[src/rtl/hangy_turn_arbiter.sv]
// Two-player turn scheduler for the hangy core: one buffered guess per player, miss passes the turn.
// Optional TURN_TIMEOUT_EN: forces a turn pass after TIMEOUT idle WAIT cycles.
module hangy_turn_arbiter #(
  parameter int LETTER_W = 5,
  parameter int SCORE_W  = 4,
  parameter int TIMEOUT  = 255
) (
  input  logic                clk,
  input  logic                reset,
  input  logic                new_game,
  input  logic [LETTER_W-1:0] p0_guess,
  input  logic [LETTER_W-1:0] p1_guess,
  input  logic                p0_valid,
  input  logic                p1_valid,
  output logic                p0_ready,
  output logic                p1_ready,
  output logic [LETTER_W-1:0] core_guess,
  output logic                core_valid,
  input  logic                core_ready,
  input  logic                core_done,
  input  logic                core_hit,
  input  logic                core_over,
  input  logic                core_win,
  output logic                cur_player,
  output logic                game_active,
  output logic [SCORE_W-1:0]  p0_score,
  output logic [SCORE_W-1:0]  p1_score,
  output logic                winner_valid,
  output logic                winner
);

  typedef enum logic [2:0] {S_IDLE, S_WAIT, S_ISSUE, S_BUSY, S_OVER} state_t;

  state_t                          state_q, state_d;
  logic [1:0]                      full_q, full_d;
  logic [1:0][LETTER_W-1:0]        let_q, let_d;
  logic [1:0][SCORE_W-1:0]         score_q, score_d;
  logic                            cur_q, cur_d;
  logic                            winner_q, winner_d;
  logic                            wv_q, wv_d;
  logic [1:0]                      ready, cap;
  logic                            active, let_ok, hs, done, idle, tmo;

  assign active = (state_q == S_WAIT) || (state_q == S_ISSUE) || (state_q == S_BUSY);
  assign ready  = {2{active}} & ~full_q;
  assign cap    = {p1_valid, p0_valid} & ready;
  assign let_ok = (let_q[cur_q] != '0) && (let_q[cur_q] <= LETTER_W'(26));
  assign hs     = (state_q == S_ISSUE) && core_ready;
  assign done   = (state_q == S_BUSY) && core_done;
  assign idle   = (state_q == S_WAIT) && !full_q[cur_q];

`ifdef TURN_TIMEOUT_EN
  localparam int CNT_W = (TIMEOUT > 1) ? $clog2(TIMEOUT) : 1;
  logic [CNT_W-1:0] cnt_q, cnt_d;

  // Counter only advances while the current player leaves its buffer empty in WAIT.
  assign tmo   = idle && (cnt_q == CNT_W'(TIMEOUT - 1));
  assign cnt_d = (idle && !tmo && !new_game) ? cnt_q + 1'b1 : '0;

  always_ff @(posedge clk or negedge reset)
    if (!reset) cnt_q <= '0;
    else        cnt_q <= cnt_d;
`else
  assign tmo = 1'b0;
`endif

  always_ff @(posedge clk or negedge reset) begin
    if (!reset) begin
      state_q  <= S_IDLE;
      full_q   <= '0;
      let_q    <= '0;
      score_q  <= '0;
      cur_q    <= 1'b0;
      winner_q <= 1'b0;
      wv_q     <= 1'b0;
    end else begin
      state_q  <= state_d;
      full_q   <= full_d;
      let_q    <= let_d;
      score_q  <= score_d;
      cur_q    <= cur_d;
      winner_q <= winner_d;
      wv_q     <= wv_d;
    end
  end

  always_comb begin
    state_d = state_q;
    if (new_game) state_d = S_WAIT;
    else begin
      case (state_q)
        S_WAIT:  if (full_q[cur_q] && let_ok) state_d = S_ISSUE;
        S_ISSUE: if (core_ready) state_d = S_BUSY;
        S_BUSY:  if (core_done) state_d = core_over ? S_OVER : S_WAIT;
        default: state_d = state_q;
      endcase
    end
  end

  always_comb begin
    full_d   = full_q;
    let_d    = let_q;
    score_d  = score_q;
    cur_d    = cur_q;
    winner_d = winner_q;
    wv_d     = wv_q;
    if (new_game) begin
      full_d   = '0;
      score_d  = '0;
      cur_d    = 1'b0;
      winner_d = 1'b0;
      wv_d     = 1'b0;
    end else begin
      // Capture never collides with a free: ready is low while a buffer is full.
      if (cap[0]) begin full_d[0] = 1'b1; let_d[0] = p0_guess; end
      if (cap[1]) begin full_d[1] = 1'b1; let_d[1] = p1_guess; end
      if ((state_q == S_WAIT) && full_q[cur_q] && !let_ok) full_d[cur_q] = 1'b0;
      if (hs) full_d[cur_q] = 1'b0;
      if (done) begin
        if (core_hit && (score_q[cur_q] != '1)) score_d[cur_q] = score_q[cur_q] + 1'b1;
        if (core_over) begin
          winner_d = cur_q;
          wv_d     = core_win;
        end else if (!core_hit) begin
          cur_d = ~cur_q;
        end
      end
      if (tmo) cur_d = ~cur_q;
    end
  end

  always_comb begin
    core_valid   = (state_q == S_ISSUE);
    core_guess   = core_valid ? let_q[cur_q] : '0;
    game_active  = active;
    p0_ready     = ready[0];
    p1_ready     = ready[1];
    cur_player   = cur_q;
    p0_score     = score_q[0];
    p1_score     = score_q[1];
    winner       = winner_q;
    winner_valid = wv_q;
  end

endmodule

[config.mk]
export PLATFORM = sky130hd
export DESIGN_NAME = hangy_turn_arbiter
export DESIGN_NICKNAME = d
export VERILOG_FILES = /design/src/rtl/hangy_turn_arbiter.sv
export SDC_FILE = /design/constraint.sdc
export NUM_CORES = 1
export LEC_CHECK = 0
export CAP_MARGIN = 15
export CORE_MARGIN = 2
export CORE_UTILIZATION = 49
export CTS_BUF_LIST = sky130_fd_sc_hd__clkbuf_2
export DETAILED_ROUTE_END_ITERATION = 7
export GPL_ROUTABILITY_DRIVEN = 0
export HOLD_SLACK_MARGIN = 0.15
export PLACE_DENSITY = 0.88
export RECOVER_POWER = 25
export SLEW_MARGIN = 5
export SYNTH_ARGS = -nofsm -noshare
export SYNTH_HDL_FRONTEND = slang
export SYNTH_SLANG_ARGS = --single-unit
[constraint.sdc]
create_clock -name clk -period 2.6 [get_ports clk]
set_input_delay 0.26 -clock clk [delete_from_list [all_inputs] [get_ports clk]]
set_output_delay 0.26 -clock clk [all_outputs]
set_load 0.02 [all_outputs]
==> impl_metrics.xml <==
<?xml version="1.0" encoding="UTF-8"?>
<metrics>
  <group name="synth">
    <metric name="number_of_instances_in_the_synthesized_netlist" unit="">133</metric>
    <metric name="synth-seq-cells" unit="">26</metric>
    <metric name="ys_async_sr_fraction" unit="">1.00</metric>
    <metric name="synth_flop_cell" unit="">dfrtp_1</metric>
    <metric name="synth_area_leader_cell" unit="">dfrtp_1</metric>
    <metric name="yosys_warnings" unit="">0</metric>
    <metric name="syn_std_cell_area" unit="sq um">1420</metric>
    <metric name="synth-edff-count" unit="">0</metric>
    <metric name="synth.area.top_cells" unit="">dfrtp_1 (46%), mux2_1 (7.9%), mux2i_1 (5.6%)</metric>
    <metric name="post_synth.cell_area_avg" unit="sq um">10.7</metric>
    <metric name="synth_nets" unit="">154</metric>
    <metric name="synth_cell_type_count" unit="">38</metric>
    <metric name="seq_area_frac_synth" unit="">0.459</metric>
    <metric name="netlist.area_leader.share" unit="">0.459</metric>
  </group>
  <group name="critical_path">
    <metric name="crit_chain" unit="">buf_4, mux2i_1, nor2_1, clkdlybuf4s50_1</metric>
    <metric name="crit_path_max_incr_delay" unit="ns">0.54</metric>
    <metric name="worst_setup_path_start_kind" unit="">flip-flop</metric>
    <metric name="critPathBufInv" unit="">2</metric>
    <metric name="criticalPathCategory" unit="">reg2out</metric>
    <metric name="setup.worst_path.end_class" unit="">output port</metric>
    <metric name="critPathTopFamily" unit="">buffers and inverters</metric>
    <metric name="crit_slowest_cell" unit="">clkdlybuf4s50_1</metric>
    <metric name="worst_ep_arrival_time" unit="ns">2.09</metric>
    <metric name="cp_data_required_time" unit="ns">2.34</metric>
    <metric name="cp_max_fo" unit="">13</metric>
  </group>
  <group name="placement">
    <metric name="buffer_ports.inserted" unit="">39</metric>
    <metric name="placedCellCount" unit="">201</metric>
    <metric name="dp_worst_setup_slack" unit="ns">0.583</metric>
    <metric name="hpwl" unit="um">2350</metric>
    <metric name="detailed_place.area" unit="sq um">1840</metric>
  </group>
  <group name="global_routing">
    <metric name="grt_max_degree" unit="">27</metric>
    <metric name="grt-ovfl-total" unit="">0</metric>
    <metric name="global_route_usage_over_all_layers" unit="">0.195</metric>
    <metric name="antenna_found_initial" unit="">0</metric>
    <metric name="grt_first_pass_wirelength" unit="um">5090</metric>
    <metric name="vias_in_the_first_global_route" unit="">1164</metric>
  </group>
  <group name="cts">
    <metric name="cts.path.max_buffers" unit="">2</metric>
    <metric name="clkTransAtPathRegs" unit="ns">0.24</metric>
    <metric name="cts.sink_count" unit="">26</metric>
    <metric name="cts_resized" unit="">0</metric>
    <metric name="cts_tree" unit="">yes</metric>
    <metric name="h_tree_depth_reported_by_cts" unit="">1</metric>
    <metric name="cts_buffers" unit="">3</metric>
    <metric name="clk_tree_root_cell" unit="">clkbuf_2</metric>
    <metric name="cts_hold_buf" unit="">0</metric>
    <metric name="worstSkewPairLatency" unit="ns">0.34</metric>
    <metric name="cts_setup_buffers" unit="">0</metric>
  </group>
  <group name="cells_and_area">
    <metric name="drive_gt1_frac" unit="">0.0809</metric>
    <metric name="layout_commonest_cell" unit="">clkdlybuf4s50_1</metric>
    <metric name="layout_nets" unit="">196</metric>
    <metric name="fillers" unit="">215</metric>
    <metric name="mostFrequentLayoutCells" unit="">clkdlybuf4s50_1 (38), dfrtp_1 (26), nor2_1 (18)</metric>
    <metric name="antenna_cells" unit="">0</metric>
    <metric name="final_cell_count_no_fill" unit="">204</metric>
    <metric name="final_area" unit="sq um">1850</metric>
    <metric name="finalCoreUtilization" unit="">0.671</metric>
    <metric name="areaGrowthSynthToFinish" unit="%">30.4</metric>
  </group>
  <group name="power">
    <metric name="p_seq_frac" unit="">0.469</metric>
    <metric name="fin_total_pwr" unit="mW">1.26</metric>
    <metric name="power_leakage" unit="nW">0.756</metric>
    <metric name="power-per-cell-area" unit="nW/um^2">683</metric>
    <metric name="vdd_drop_max" unit="mV">0.498</metric>
    <metric name="cell_internal_pwr" unit="uW">798</metric>
    <metric name="p_clk_frac" unit="">0.117</metric>
    <metric name="power.net_switching" unit="uW">466</metric>
    <metric name="logic_gate_share_of_total_power" unit="">0.414</metric>
    <metric name="power.switching_fraction" unit="">0.369</metric>
  </group>
  <group name="routing">
    <metric name="num_vias" unit="">1159</metric>
    <metric name="drt-initial-drc-count" unit="">53</metric>
    <metric name="routed_via_density" unit="">5.68</metric>
    <metric name="wirelength" unit="um">3110</metric>
    <metric name="routed_antenna_nets" unit="">0</metric>
    <metric name="drc" unit="">0</metric>
    <metric name="drt_pass1_iterations" unit="">4</metric>
    <metric name="routed_wire_length_per_instance" unit="um">15.2</metric>
  </group>
  <group name="floorplan">
    <metric name="fp.dieH" unit="um">57.8</metric>
    <metric name="dieArea" unit="sq um">3340</metric>
    <metric name="area_of_the_core" unit="sq um">2760</metric>
    <metric name="floorplan.initialDensity" unit="">0.514</metric>
    <metric name="floorplan.rows" unit="">19</metric>
    <metric name="die_width" unit="um">57.8</metric>
    <metric name="top_level_ports" unit="">40</metric>
  </group>
  <group name="timing">
    <metric name="final_hold_viol_count" unit="">0</metric>
    <metric name="setup_viol_count_final" unit="">0</metric>
    <metric name="post-route-worst-setup-slack" unit="ns">0.247</metric>
    <metric name="final.period_utilization" unit="">0.905</metric>
    <metric name="timing.max_slew.rel_slack" unit="">0.0753</metric>
    <metric name="grt_setup_unrepaired" unit="">false</metric>
    <metric name="final-max-slew-violation-count" unit="">0</metric>
    <metric name="fin_hold_ws" unit="ns">0.450</metric>
    <metric name="fmax" unit="GHz">0.425</metric>
    <metric name="fin_tns_setup" unit="ns">0</metric>
    <metric name="fin_skew" unit="ns">0.00854</metric>
    <metric name="max_slew.worst_pin.slew" unit="ns">1.39</metric>
    <metric name="final_period_minus_worst_setup_slack" unit="ns">2.35</metric>
  </group>
  <group name="outcome">
    <metric name="run_status" unit="">completed</metric>
  </group>
  <group name="run">
    <metric name="max-cap-violations" unit="">0</metric>
  </group>
  <group name="worst_hold_path">
    <metric name="hold_path.class" unit="">in2reg</metric>
  </group>
</metrics>
[cells in the mapped netlist, types with 2 or more instances]
| cell type | n |
|---|---|
| o21ai_1 | 2 |
| xnor2_1 | 2 |
| o22ai_1 | 3 |
| dfrtp_1 | 26 |
| a21oi_1 | 6 |
| nand3b_1 | 4 |
| xor2_1 | 4 |
| nor4b_4 | 2 |
| nand3_1 | 5 |
| o31ai_1 | 2 |
| nor2b_1 | 2 |
| a31oi_1 | 2 |
| nor2_1 | 18 |
| mux2i_1 | 8 |
| nand2_1 | 11 |
| clkbuf_1 | 2 |
| mux2_1 | 10 |
| inv_1 | 4 |
[registers in the layout (all words and copies together) (netlist names)]
signal and flops:
cur_player 1, full_q 2, let_q 10, p0_score 4, p1_score 4, state_q 3, winner 1, winner_valid 1
[power by group through the flow]
stage                     logic, mW  registers, mW  clock network (mW)
final                         0.524          0.592               0.148
after CTS                     0.528          0.591               0.150
after global routing          0.568          0.611               0.161
after detailed placement      0.527          0.599                   0
after global placement        0.512          0.589                   0
after floorplan               0.362          0.580                   0
[metal layers]
metal	vias to the layer above	share of wire	wire, um	global-route usage
met2	37	0.50	1550	0.354
met3	5	0.049	151	0.0290
li1	555	-	-	-
met5	-	0	0	0
met1	562	0.44	1370	0.233
met4	0	0.013	40	0.0731
[area by class of cell]
type,instances,area (sq um),area share
multi-input cells,97,717,0.388
flip-flops and latches,26,651,0.352
repair buffers,42,409,0.221
well taps,31,38.8,0.0210
inverters,5,18.8,0.0101
clock buffers,3,15.0,0.00812
[worst min-delay path: cells and delay by family]
kind                   cells  cell delay [ns]
AND/OR/NAND/NOR            1             0.08
AO/OA/AOI/OAI              1             0.06
buffers and inverters      1             0.40
[final timing paths]
path | cells past startpoint | end | from | slack, ns
worst min-delay path | 3 | winner_valid$_DFFE_PN0P_ | core_win | 0.45
worst min register to register | 1 | let_q[0]$_DFFE_PN0P_ | let_q[0]$_DFFE_PN0P_ | 0.52
min in group asynchronous | 2 | p0_score[3]$_DFFE_PN0P_ | reset | 0.71
worst max-delay path | 4 | core_guess[1] | cur_player$_DFFE_PN0P_ | 0.25
max in group asynchronous | 2 | let_q[4]$_DFFE_PN0P_ | reset | 1.09
worst max register to register | 6 | full_q[0]$_DFF_PN0_ | cur_player$_DFFE_PN0P_ | 0.48
[kinds of logic after synthesis]
group,share of synthesized area
buffers and inverters,0.0353
flip-flops,0.459
XOR/XNOR,0.0371
multiplexers,0.144
AO/OA/AOI/OAI,0.101
adder cells (fa/ha/maj),0.00882
AND/OR/NAND/NOR,0.215
No activity file was read; power rests on OpenSTA's default activity.
